### config.mk
export PLATFORM = sky130hd
export DESIGN_NAME = jtag_reg_arbiter
export DESIGN_NICKNAME = d
export VERILOG_FILES = /design/src/rtl/jtag_reg_arbiter.sv
export SDC_FILE = /design/constraint.sdc
export NUM_CORES = 1
export LEC_CHECK = 0
export ABC_AREA = 1
export CAP_MARGIN = 20
export CORE_AREA = 2 2 470 472
export CTS_CLUSTER_DIAMETER = 150
export CTS_CLUSTER_SIZE = 25
export DETAILED_ROUTE_END_ITERATION = 16
export DIE_AREA = 0 0 472 474
export PLACE_DENSITY = 0.3
export SLEW_MARGIN = 10
export SYNTH_ARGS = -nofsm -noshare
export SYNTH_HDL_FRONTEND = slang
export SYNTH_SLANG_ARGS = --single-unit
### constraint.sdc
create_clock -name iMAIN_CLK -period 4.7 [get_ports iMAIN_CLK]
set_clock_uncertainty 0.05 [all_clocks]
set_input_delay 0.705 -clock iMAIN_CLK [delete_from_list [all_inputs] [get_ports iMAIN_CLK]]
set_output_delay 0.705 -clock iMAIN_CLK [all_outputs]
set_load 0.01 [all_outputs]
### src/rtl/jtag_reg_arbiter.sv
// jtag_reg_arbiter: round-robin arbiter that lets NUM_REQ requesters write a register bank, with host-change detect.
// Optional macro JTAG_ARB_HOST_UPD_EN enables per-register host shadows and oHOST_UPD pulses.
module jtag_reg_arbiter #(
    parameter int WIDTH    = 32,
    parameter int NUM_REGS = 16,
    parameter int NUM_REQ  = 4
) (
    input  logic                      iMAIN_CLK,
    input  logic                      iRST_N,
    input  logic [NUM_REQ-1:0]        iREQ,
    input  logic [NUM_REQ*4-1:0]      iREQ_ADDR,
    input  logic [NUM_REQ*WIDTH-1:0]  iREQ_DATA,
    output logic [NUM_REQ-1:0]        oGNT,
    output logic                      oERR,
    output logic                      oBUSY,
    output logic [NUM_REGS*WIDTH-1:0] oREG_DATA,
    input  logic [NUM_REGS*WIDTH-1:0] iHOST_DATA,
    output logic [NUM_REGS-1:0]       oHOST_UPD
);
    localparam int PW = $clog2(NUM_REQ);
    typedef enum logic [1:0] {IDLE, WRITE, ACK} state_t;
    state_t                    state_q, state_d;
    logic [PW-1:0]             ptr_q, ptr_d, idx_q, idx_d, win;
    logic                      found;
    logic [3:0]                addr_q, addr_d;
    logic [WIDTH-1:0]          data_q, data_d;
    logic [NUM_REGS*WIDTH-1:0] regs_q, regs_d;

    function automatic int wrap(input int v);
        return (v >= NUM_REQ) ? v - NUM_REQ : v;
    endfunction

    // first requesting index at or after the pointer, ascending with wrap
    always_comb begin
        found = 1'b0;
        win   = '0;
        for (int i = 0; i < NUM_REQ; i++) begin
            if (!found && iREQ[wrap(int'(ptr_q) + i)]) begin
                found = 1'b1;
                win   = PW'(wrap(int'(ptr_q) + i));
            end
        end
    end

    always_comb begin
        state_d = state_q;
        ptr_d   = ptr_q;
        idx_d   = idx_q;
        addr_d  = addr_q;
        data_d  = data_q;
        regs_d  = regs_q;
        case (state_q)
            IDLE: if (found) begin
                state_d = WRITE;
                idx_d   = win;
                addr_d  = iREQ_ADDR[4*int'(win) +: 4];
                data_d  = iREQ_DATA[WIDTH*int'(win) +: WIDTH];
                ptr_d   = (int'(win) == NUM_REQ - 1) ? '0 : win + 1'b1;
            end
            WRITE: begin
                state_d = ACK;
                for (int i = 0; i < NUM_REGS; i++)
                    if (addr_q == 4'(i)) regs_d[WIDTH*i +: WIDTH] = data_q;
            end
            default: state_d = IDLE;
        endcase
    end

    always_ff @(posedge iMAIN_CLK or negedge iRST_N) begin
        if (!iRST_N) begin
            state_q <= IDLE;
            ptr_q   <= '0;
            idx_q   <= '0;
            addr_q  <= '0;
            data_q  <= '0;
            regs_q  <= '0;
        end else begin
            state_q <= state_d;
            ptr_q   <= ptr_d;
            idx_q   <= idx_d;
            addr_q  <= addr_d;
            data_q  <= data_d;
            regs_q  <= regs_d;
        end
    end

    assign oBUSY     = state_q != IDLE;
    assign oGNT      = (state_q == ACK) ? NUM_REQ'(1) << idx_q : '0;
    assign oERR      = (state_q == ACK) && ({1'b0, addr_q} >= 5'(NUM_REGS));
    assign oREG_DATA = regs_q;

`ifdef JTAG_ARB_HOST_UPD_EN
    logic [NUM_REGS*WIDTH-1:0] shadow_q;
    logic [NUM_REGS-1:0]       upd_q, upd_d;

    always_comb begin
        upd_d = '0;
        for (int i = 0; i < NUM_REGS; i++)
            upd_d[i] = iHOST_DATA[WIDTH*i +: WIDTH] != shadow_q[WIDTH*i +: WIDTH];
    end

    always_ff @(posedge iMAIN_CLK or negedge iRST_N) begin
        if (!iRST_N) begin
            shadow_q <= '0;
            upd_q    <= '0;
        end else begin
            shadow_q <= iHOST_DATA;
            upd_q    <= upd_d;
        end
    end

    assign oHOST_UPD = upd_q;
`else
    logic unused_host;
    assign unused_host = ^iHOST_DATA;
    assign oHOST_UPD   = '0;
`endif
endmodule

==> results of run 1 <==
[report_power, final]
part / switching (mW) / internal (mW)
Clock: 1.94 / 1.29
Sequential: 1.17 / 6.66
Combinational: 7.76 / 4.72
[metal layers]
layer	vias to the layer above	wire (um)
li1	8850	-
met1	8953	60000
met2	679	53200
met3	85	9320
met4	10	1870
met5	-	66
[state kept, by name, summed over array words and instances, names as in the netlist]
signal / flops
oREG_DATA: 512
data_q: 32
ptr_q: 2
idx_q: 2
addr_q: 4
state_q: 2
[placed cells by master (no fill, tap or decap), types with 2 or more instances in the layout]
cell type	n
nand3_2	11
nand2_4	14
o21ai_0	474
nand3_4	2
inv_1	186
clkinv_16	3
nor3_1	4
clkbuf_16	30
nor2_1	7
conb_1	17
o21ai_1	40
dfrtp_1	554
diode_2	9
clkdlybuf4s50_1	665
nand2_2	7
nand3_1	70
buf_12	6
nand2_1	765
nor3_2	2
inv_2	8
inv_16	2
nand4_1	76
buf_4	35
[cell type report]
class | count | area (sq um)
Fill cell | 24800 | 186000
Sequential cell | 554 | 13900
Timing Repair Buffer | 709 | 7090
Multi-Input combinational cell | 1494 | 6790
Tap cell | 2871 | 3590
Clock buffer | 31 | 764
Inverter | 197 | 749
Clock inverter | 10 | 201
Antenna cell | 9 | 22.5
[final timing paths]
path,startpoint,slack [ns],to
max in group asynchronous,iRST_N,2.98,oREG_DATA[163]
hold / removal,data_q[0],0.44,data_q[0]
setup reg to reg,ptr_q[0],1.45,data_q[11]
setup / recovery,ptr_q[0],1.45,data_q[11]
min in group asynchronous,iRST_N,0.52,oREG_DATA[398]
hold reg to reg,data_q[0],0.44,data_q[0]
[worst max-delay path, delay by kind of cell, from the launching register on]
| family | cells | cell delay [ns] |
|---|---|---|
| AND/OR/NAND/NOR | 11 | 2.00 |
| flip-flops | 1 | 0.66 |
| buffers and inverters | 3 | 0.39 |
[cells by family after synthesis]
group | synth area share
and+or+nand+nor | 0.182
other | 0.000169
AOI/OAI and AO/OA | 0.117
buffers and inverters | 0.0746
DFF | 0.626
==> run_results.csv, run 1 <==
group,metric,value,unit
logic_synthesis,synth_area_leader_cell,"dfrtp_1",
power_and_ir_drop,p_total,23.5,mW
sta,fmax,0.308,GHz
cts,clkTransAtPathRegs,0.11,ns
logic_synthesis,ys.flop_type,"dfrtp_1",
placement,placed_cell_area,32100,sq um
global_routing,grtUsageTotal,0.107,
global_routing,first_global_vias,18500,
placement,dp.cells,5824,
cts,cts_hold_buf,1,
hold_path,holdPathStages,2,
sta,period_share,0.691,
floorplanning,core,219000,sq um
drt,viasPerCell,3.16,
drt,drc,0,
drt,drtIter0Drc,1223,
cts,ctsRootBufferMaster,"clkbuf_16",
logic_synthesis,synth.most_common_cell,"nand2_1",
sta,hold_viol,0,
cts,post_cts_buffers,0,
cts,clk_latency,0.67,ns
cts,htreeDepth,1,
drt,detail-route-antenna-nets,0,
drt,drt-pass1-iter-count,7,
worst_setup_path,crit_slowest_cell,"dfrtp_1",
worst_setup_path,cp-start-kind,"flip-flop",
worst_setup_path,slowest_delay,0.66,ns
final_layout,final_core_util,0.151,
power_and_ir_drop,p_per_area,712,nW/um^2
logic_synthesis,yosys-top-cells-count,"nand2_1 (778), dfrtp_1 (554), o21ai_0 (474)",
logic_synthesis,ys_ff_latch,554,
job,cap_violations,0,
logic_synthesis,syn_area,22100,sq um
final_layout,drive_gt1_frac,0.0441,
worst_setup_path,cp_data_arrival_time,3.77,ns
logic_synthesis,ys_types,28,
worst_setup_path,r2r_cells,14,
final_layout,fin_nets,3648,
drt,wirelength,124,mm
worst_setup_path,endpoint_kind,"flip-flop",
logic_synthesis,syn_inst,2422,
placement,pre_cts_slack,0.899,ns
final_layout,final_area,33100,sq um
floorplanning,start_util,0.101,
global_routing,grt_start_max_net_pins,93,
sta,rsz0062_at_grt,"false",
global_routing,antenna_found_initial,21,
placement,gp_congestion,0.795,
final_layout,areaGrowthSynthToFinish,49.4,%
floorplanning,dieArea,224000,sq um
cts,numCtsBuffers,30,
drt,via_count,18600,
logic_synthesis,yosys_warnings,0,
sta,slew_headroom,0.274,
status,status,"completed",
logic_synthesis,yosys-top-cells-area,"dfrtp_1 (63%), nand2_1 (13%), o21ai_0 (11%)",
cts,cts_resized,0,
sta,tightest_slew,1.09,ns
global_routing,grt_pass1_wl,168,mm
cts,clockBufferDepth,3,
sta,slew_viol_final,0,
logic_synthesis,synth_top_area_frac,0.626,
cts,clock_sinks,554,
sta,period_needed,3.25,ns
logic_synthesis,ys_seq_area_frac,0.626,
global_routing,grt_most_used_layer,"met2",
floorplanning,ios,1196,
placement,place_hpwl,88.7,mm
worst_setup_path,crit_fanout,40,
power_and_ir_drop,irDropWorstVdd,0.372,mV
hold_path,hold_path_class,"flip-flop to flip-flop",
floorplanning,chipWidth,472,um
power_and_ir_drop,p_leak,14.4,nW
sta,final.setup.tns,0,ns
floorplanning,rows,172,
floorplanning,die_h,474,um
global_routing,grt_use_met1,0.150,
global_routing,grt_use_met3,0.0309,
worst_setup_path,path_class,"flip-flop to flip-flop",
drt,wire_per_inst,21.2,um
cts,cts_tree,"done",
logic_synthesis,synthArstFlopShare,1.00,
global_routing,grt_use_met2,0.165,
sta,setup_ws,1.45,ns
sta,setup_viol,0,
worst_setup_path,crit_chain,"inv_8, nand2_2, nand2_2, nand2_1, inv_2, nor2_1, nand3_4, nand3_4, buf_12, nand2_1, nand3_1, nand2_1, nand2_1, nand2_1",
placement,io_buffers,666,
final_layout,fin_cells,5875,
worst_setup_path,cp.required,5.22,ns
logic_synthesis,synth_edf_count,0,
logic_synthesis,avgSynthCellArea,9.14,sq um
sta,whs,0.437,ns
global_routing,grt_overflow,0,
worst_setup_path,critical_path.most_common_cell,"nand2_1",
Note: power is estimated with default switching activity, not from simulation.
==> run 2: changes to the inputs <==
--- a/config.mk
+++ b/config.mk
@@ -7,12 +7,12 @@
 export LEC_CHECK = 0
 export ABC_AREA = 1
 export CAP_MARGIN = 20
-export CORE_AREA = 2 2 470 472
+export CORE_AREA = 2 2 460 462
 export CTS_CLUSTER_DIAMETER = 150
 export CTS_CLUSTER_SIZE = 25
 export DETAILED_ROUTE_END_ITERATION = 16
-export DIE_AREA = 0 0 472 474
-export PLACE_DENSITY = 0.3
+export DIE_AREA = 0 0 462 464
+export PLACE_DENSITY = 0.31
 export SLEW_MARGIN = 10
 export SYNTH_ARGS = -nofsm -noshare
 export SYNTH_HDL_FRONTEND = slang
==> constraint.sdc (replaced) <==
create_clock -name iMAIN_CLK -period 2.99 [get_ports iMAIN_CLK]
set_clock_uncertainty 0.05 [all_clocks]
set_input_delay 0.4485 -clock iMAIN_CLK [delete_from_list [all_inputs] [get_ports iMAIN_CLK]]
set_output_delay 0.4485 -clock iMAIN_CLK [all_outputs]
set_load 0.01 [all_outputs]
==> run 2 against run 1 <==
Compared with the run above: cell area rose by 1.7%; highest routed layer unchanged; largest cell class unchanged; sequential cell count did not move; critical endpoint is now oGNT[2]; worst hold slack worse by 0.22 ns.
==> run_results.csv, run 2 (same netlist as run 1, synthesis figures left out) <==
group,metric,value,unit
status,status,"completed",
drt,drt-pass1-iter-count,5,
sta,period_share,0.879,
sta,hold_viol,0,
sta,slew_headroom,0.311,
floorplanning,dieArea,214000,sq um
cts,clock_sinks,554,
worst_setup_path,cp-start-kind,"flip-flop",
cts,cts_resized,0,
drt,drc,0,
worst_setup_path,cp.required,2.49,ns
placement,place_hpwl,89.9,mm
sta,period_needed,2.63,ns
worst_setup_path,crit_chain,"inv_2, nand2_1, nor3_1, clkdlybuf4s50_1",
worst_setup_path,cp_data_arrival_time,2.13,ns
cts,ctsRootBufferMaster,"clkbuf_16",
final_layout,drive_gt1_frac,0.0625,
global_routing,grt_pass1_wl,166,mm
final_layout,fin_nets,3710,
worst_setup_path,endpoint_kind,"output port",
floorplanning,ios,1196,
sta,fmax,0.380,GHz
final_layout,mostFrequentLayoutCells,"nand2_1 (765), clkdlybuf4s50_1 (665), dfrtp_1 (554)",
sta,rsz0062_at_grt,"false",
cts,htreeDepth,1,
drt,drtIter0Drc,1485,
final_layout,nFillCells,23700,
sta,tightest_slew,1.03,ns
floorplanning,rows,168,
drt,via_count,18800,
power_and_ir_drop,switchingPower,17.2,mW
worst_setup_path,path_class,"flip-flop to output port",
sta,final.setup.tns,0,ns
worst_setup_path,slowest_delay,0.61,ns
drt,viasPerCell,3.21,
final_layout,layout_commonest_cell,"nand2_1",
power_and_ir_drop,p_seq_frac,0.328,
hold_path,hold_path_class,"primary input to asynchronous set/reset pin",
cts,clockBufferDepth,3,
global_routing,grtUsageTotal,0.111,
sta,slew_viol_final,0,
global_routing,first_global_vias,18800,
power_and_ir_drop,clkPwrFrac,0.128,
worst_setup_path,crit_fanout,4,
drt,wire_per_inst,21.0,um
drt,wirelength,123,mm
cts,numCtsBuffers,29,
job,cap_violations,0,
cts,clkTransAtPathRegs,0.11,ns
worst_setup_path,crit_slowest_cell,"clkdlybuf4s50_1",
floorplanning,chipWidth,462,um
drt,detail-route-antenna-nets,0,
global_routing,antenna_found_initial,28,
final_layout,areaGrowthSynthToFinish,51.9,%
power_and_ir_drop,p_int,20.6,mW
placement,gp_congestion,0.739,
global_routing,grt_overflow,0,
sta,whs,0.213,ns
cts,clk_latency,0.67,ns
global_routing,grt_start_max_net_pins,65,
power_and_ir_drop,p_leak,14.8,nW
power_and_ir_drop,p_sw_frac,0.455,
sta,setup_viol,0,
floorplanning,core,209000,sq um
floorplanning,start_util,0.106,
power_and_ir_drop,irDropWorstVdd,0.466,mV
floorplanning,die_h,464,um
placement,io_buffers,666,
power_and_ir_drop,comb_power_share,0.544,
power_and_ir_drop,p_per_area,1120,nW/um^2
cts,cts_tree,"done",
final_layout,final_core_util,0.161,
final_layout,largest_register_ffs,512,
## run 2: cell types whose count changed in the layout (fill, tap and decap cells not counted), moves of 2 or more
cell | previous run | this run
diode_2 | 9 | 7
buf_4 | 35 | 78
inv_1 | 186 | 189
clkinv_8 | 0 | 2
inv_2 | 8 | 6
clkinv_16 | 3 | 0
buf_12 | 6 | 27
## run 2: through the flow
stage | power [mW] | instance area, sq um | cells | setup WS (ns)
after floorplan | 20.4 | 22200 | 2438 | 1.18
after global placement | 33.8 | 32700 | 5821 | 0.0660
after detailed placement | 33.8 | 32700 | 5821 | 0.0841
after CTS | 38.9 | 33600 | 5861 | 0.258
after global routing | 40.9 | 33600 | 5865 | 0.189
final | 37.8 | 33600 | 5868 | 0.361
## run 2: worst paths after layout
kind                       slack (ns)             end  cells after the start        from
setup / recovery                 0.36         oGNT[2]                      4  state_q[0]
hold / removal                   0.21  oREG_DATA[246]                      2      iRST_N
setup reg to reg                 0.51      data_q[14]                     13    ptr_q[0]
hold reg to reg                  0.44      data_q[13]                      2  data_q[13]
max in group asynchronous        1.68  oREG_DATA[504]                      4      iRST_N
min in group iMAIN_CLK           0.44      data_q[13]                      2  data_q[13]
## run 2: what timing repair did
item                      CTS  global route
hold endpoints to repair  129             0
buffers inserted            0             0
hold buffers                1             0
## run 2: cell type report
type                    instances  area [sq um]  area share
multi-input cells            1494          6790       0.202
diodes                          7          17.5    0.000521
well taps                    2805          3510       0.104
clock inverters                 9           155     0.00461
flip-flops and latches        554         13900       0.412
clock buffers                  30           739      0.0220
inverters                     197           749      0.0223
repair buffers                772          7810       0.232
## run 2: per-layer routing
layer	part of all wire	vias to the layer above	global-route usage
met3	0.079	91	0.0291
met4	0.022	10	0.0247
met2	0.43	744	0.171
li1	-	8986	-
met5	0.00050	-	0
met1	0.47	8978	0.153
## run 2: power by group through the flow
| stage | registers (mW) | logic (mW) | clock network, mW |
|---|---|---|---|
| finish | 12.4 | 20.6 | 4.84 |
| global route | 12.8 | 22.7 | 5.36 |
| CTS | 12.4 | 21.3 | 5.16 |
| detailed placement | 12.6 | 21.3 | 0 |
| global placement | 12.5 | 21.3 | 0 |
| floorplan | 13.2 | 7.17 | 0 |
## run 2: worst max-delay path, delay by kind of cell, from the launching register on
kind / cells / cell delay (ns)
buf+inv: 2 / 0.67
simple gates: 2 / 0.38
flops: 1 / 0.40
